<file path="config.mk">
export PLATFORM = sky130hd
export DESIGN_NAME = counter_ctrl
export DESIGN_NICKNAME = d
export VERILOG_FILES = /design/src/rtl/counter_ctrl.sv
export SDC_FILE = /design/constraint.sdc
export NUM_CORES = 1
export LEC_CHECK = 0
export CAP_MARGIN = 15
export CELL_PAD_IN_SITES_DETAIL_PLACEMENT = 0
export CELL_PAD_IN_SITES_GLOBAL_PLACEMENT = 2
export CORE_UTILIZATION = 30
export CTS_BUF_LIST = sky130_fd_sc_hd__clkbuf_8
export CTS_CLUSTER_DIAMETER = 100
export DETAILED_ROUTE_END_ITERATION = 7
export DONT_BUFFER_PORTS = 1
export PLACE_DENSITY = 0.78
export SLEW_MARGIN = 20
export SYNTH_ARGS = -nofsm -noshare
export SYNTH_HDL_FRONTEND = slang
export SYNTH_SLANG_ARGS = --single-unit
</file>
<file path="constraint.sdc">
create_clock -name clk -period 1.9 [get_ports clk]
set_input_delay 0.095 -clock clk [delete_from_list [all_inputs] [get_ports clk]]
set_output_delay 0.095 -clock clk [all_outputs]
set_load 0.05 [all_outputs]
</file>
<file path="src/rtl/counter_ctrl.sv">
// Parametrised up/down counter with prescaler, wrap/saturate limit handling,
// terminal-count, wrap-pulse and sticky-overflow status. `COUNTER_SNAPSHOT_EN adds a snapshot register.
module counter_ctrl #(
    parameter int WIDTH    = 4,
    parameter int MAX_VAL  = 2**WIDTH - 1,
    parameter int PRESCALE = 1,
    parameter int SATURATE = 0
) (
    input  logic             clk,
    input  logic             reset,
    input  logic             enable,
    input  logic             clear,
    input  logic             load,
    input  logic [WIDTH-1:0] load_value,
    input  logic             up_down,
`ifdef COUNTER_SNAPSHOT_EN
    input  logic             snapshot,
    output logic [WIDTH-1:0] snap_count,
`endif
    output logic [WIDTH-1:0] count,
    output logic             tc,
    output logic             wrap,
    output logic             overflow
);

    localparam int               PS_W    = (PRESCALE > 1) ? $clog2(PRESCALE) : 1;
    localparam logic [WIDTH-1:0] MAX_C   = WIDTH'(MAX_VAL);
    localparam logic [PS_W-1:0]  PS_LAST = PS_W'(PRESCALE - 1);

    logic [WIDTH-1:0] count_q, count_d;
    logic [PS_W-1:0]  ps_q, ps_d;
    logic             wrap_q, wrap_d;
    logic             overflow_q, overflow_d;
    logic             step;
    logic             at_limit;

    // A step at the limit is attempted in the current direction; saturate mode only suppresses the move.
    assign at_limit = up_down ? (count_q == MAX_C) : (count_q == '0);

    always_comb begin
        // NOTE: every signal gets a default before any branch so no path leaves it unassigned (no latch).
        count_d    = count_q;
        ps_d       = ps_q;
        wrap_d     = 1'b0;
        overflow_d = overflow_q;
        step       = 1'b0;

        if (clear) begin
            count_d    = '0;
            ps_d       = '0;
            overflow_d = 1'b0;
        end else if (load) begin
            count_d = (load_value > MAX_C) ? MAX_C : load_value;
            ps_d    = '0;
        end else if (enable) begin
            if (ps_q == PS_LAST) begin
                ps_d = '0;
                step = 1'b1;
            end else begin
                ps_d = ps_q + 1'b1;
            end
        end

        if (step) begin
            if (at_limit) begin
                wrap_d = 1'b1;
                if (SATURATE == 0) begin
                    count_d = up_down ? '0 : MAX_C;
                end
            end else if (up_down) begin
                count_d = count_q + 1'b1;
            end else begin
                count_d = count_q - 1'b1;
            end
        end

        overflow_d = overflow_d | wrap_d;
    end

    always_ff @(posedge clk or negedge reset) begin
        if (!reset) begin
            count_q    <= '0;
            ps_q       <= '0;
            wrap_q     <= 1'b0;
            overflow_q <= 1'b0;
        end else begin
            // NOTE: non-blocking so every register samples the pre-edge values of its peers.
            count_q    <= count_d;
            ps_q       <= ps_d;
            wrap_q     <= wrap_d;
            overflow_q <= overflow_d;
        end
    end

`ifdef COUNTER_SNAPSHOT_EN
    logic [WIDTH-1:0] snap_q, snap_d;

    // Captures the value count takes at this edge, so a clear in the same cycle snapshots zero.
    assign snap_d = snapshot ? count_d : snap_q;

    always_ff @(posedge clk or negedge reset) begin
        if (!reset) begin
            snap_q <= '0;
        end else begin
            snap_q <= snap_d;
        end
    end

    assign snap_count = snap_q;
`endif

    assign count    = count_q;
    assign tc       = up_down ? (count_q == MAX_C) : (count_q == '0);
    assign wrap     = wrap_q;
    assign overflow = overflow_q;

endmodule

</file>
==> metrics.cfg <==
[worst_setup_path]
rr_startpoint=count[0]
cp_top_family=simple AND/OR/NAND/NOR gates
r2r_end=count[2]
crit_type=register to output port
crit_arrival_ns=1.62
cp_max_fo=6
slowest_stage=or4_4
cp_num_buf_inv=1
r2r_cells=4
worstSetupEndpointType=output port
worstPathRequired_ns=1.80
path_cells=or4_4 -> o21ai_4 -> buf_12
cpPeakStageDelay_ns=0.59
r2r_setup_slack_ns=0.36
startpoint_type=register

[timing]
fmax_mhz=584
setup_violations=0
hold_violations=0
skew_ns=0.00366
fin_crit_sh_pct=90.1
drv_slew=0
fin_setup_tns_ns=0
slew_headroom_pct=67.9
rsz0062_at_grt=false
period_minus_slack_ns=1.71
worstMarginPinSlew_ns=0.481

[grt]
grt_util_all_layers_pct=15.5
grt_max_degree=10
grt_pass1_wl_mm=1.52
grt_overflow=0
antenna_found_initial=0
grt_pass1_vias=340

[floorplan]
row_count=13
initial_utilization_pct=32.1
io_pins=17
die_y_um=39.3
die_w_um=39.3
core_area_um2=1300
dieArea_um2=1550

[synthesis]
ys.flop_type=dfrtp_1
yosys.area.top_type=dfrtp_1
synth-seq-area-share_pct=35.9
syn_nets=58
ys_warn_count=0
synth_edf_count=0
ys_seq_elements=6
synth.top_cell.area_share_pct=35.9
synth_cells=45
ys_async_sr_fraction_pct=100
synthTopCellsByCount=a21oi_1, dfrtp_1, nor2_1
avgSynthCellArea_um2=9.29
yosysUniqueCellTypes=24
synth_area_leaders=dfrtp_1, a21oi_1, ha_1
syn_area_um2=418

[detailed_routing]
wl_um=985
avgViaCountPerCell=5.17
detail_route.first_pass.iterations=4
ant_nets=0
drtIter0Drc=6
routedWlPerCell_um=14.3
vias=357
drc=0

[clocking]
root_buffer=clkbuf_8
cts_tree=built
clock_path_buffers=2
clk-insertion-delay-late_ns=0.22
cts_max_level=1
clkTransAtPathRegs_ns=0.03
clock-sinks=6
cts_setup_buffers=0
numCtsBuffers=3

[pwr]
cellPowerDensity_nw_per_um2=871
ir_drop_v=0.000199
leakagePower_nw=0.256

[place]
gp_congestion=0.872
portBuffers=0
dp_hpwl_um=753

[layout]
utilization_pct=42.4
nets=69
drive_gt1_share_pct=24.1
area_growth_pct=32.0
antenna_cells=0

[worst_hold_path]
holdPathEnd=overflow
hold-path-cell-count=2
hp-start=clear
hold_path_class=primary input to register

[flow_run]
max_cap_viol_count=0

[status]
status=finished, final reports clean

[area by class of cell]
type | count | area [um2]
Inverter | 2 | 7.51
Sequential cell | 6 | 150
Fill cell | 128 | 749
Tap cell | 15 | 18.8
Clock buffer | 3 | 41.3
Timing Repair Buffer | 7 | 70.1
Multi-Input combinational cell | 36 | 264
[routing by layer]
| layer | vias up | wire length [um] | GRT usage, % |
|---|---|---|---|
| li1 | 177 | - | - |
| met1 | 162 | 427 | 18.5 |
| met2 | 16 | 445 | 23.3 |
| met3 | 2 | 94 | 5.11 |
| met4 | 0 | 17 | 10.3 |
| met5 | - | 0 | 0 |
[layout by cell type, fill, tap and decap left out, types with 3 or more instances in the layout]
| master | instances |
|---|---|
| a21oi_1 | 6 |
| clkbuf_8 | 3 |
| nor2_1 | 5 |
| buf_4 | 4 |
| dfrtp_1 | 6 |
[report_power, final]
group | total, mW | switching, mW | internal (mW)
Sequential | 0.159 | 0.0216 | 0.137
Combinational | 0.130 | 0.0739 | 0.0563
Clock | 0.192 | 0.0557 | 0.136
Total | 0.481 | 0.151 | 0.330
[worst max-delay path by stage]
stage | cells after the start | slack (ns) | from | endpoint
2_1_floorplan | 3 | 0.08 | count[1] | wrap
3_3_place_gp | 4 | 0.39 | count[0] | count[2]
3_5_place_dp | 4 | 0.36 | count[0] | count[2]
4_1_cts | 3 | 0.17 | count[1] | tc
5_1_grt | 3 | 0.14 | count[1] | tc
6_report | 3 | 0.19 | count[1] | tc
[kinds of logic after synthesis]
logic type               count (synthesis)  synth area share, %
adder cells (fa/ha/maj)                  3                 10.8
AND/OR/NAND/NOR                         16                 22.5
XOR/XNOR                                 4                 8.38
AO/OA/AOI/OAI                           13                 19.8
flip-flops                               6                 35.9
buffers and inverters                    3                 2.69
[repair_timing]
action | CTS | global route
hold buffers | 2 | 0
endpoints found under the hold margin | 9 | 0
gates resized for setup | 0 | 0
[registers in the layout, summed over array words and instances, names as in the netlist]
name,count
wrap,1
overflow,1
count,4
[metrics by stage]
step | power, mW | cell area [um2] | hold WS, ns | instances | setup slack, ns
3_5_place_dp | 0.285 | 490 | -0.200 | 64 | 0.359
4_1_cts | 0.489 | 552 | 0.0498 | 69 | 0.170
2_1_floorplan | 0.250 | 425 | -0.201 | 45 | 0.0765
6_report | 0.481 | 552 | 0.0552 | 69 | 0.188
3_3_place_gp | 0.283 | 490 | -0.200 | 64 | 0.385
5_1_grt | 0.506 | 552 | 0.0688 | 69 | 0.145
[worst reg2reg max path, cell delays in order, from the launching register on]
cell,delay (ns)
dfrtp_1,0.49
fa_1,0.45
xor2_1,0.15
a211oi_1,0.27
nor3_2,0.06
Power figures use the tool's default switching activity.
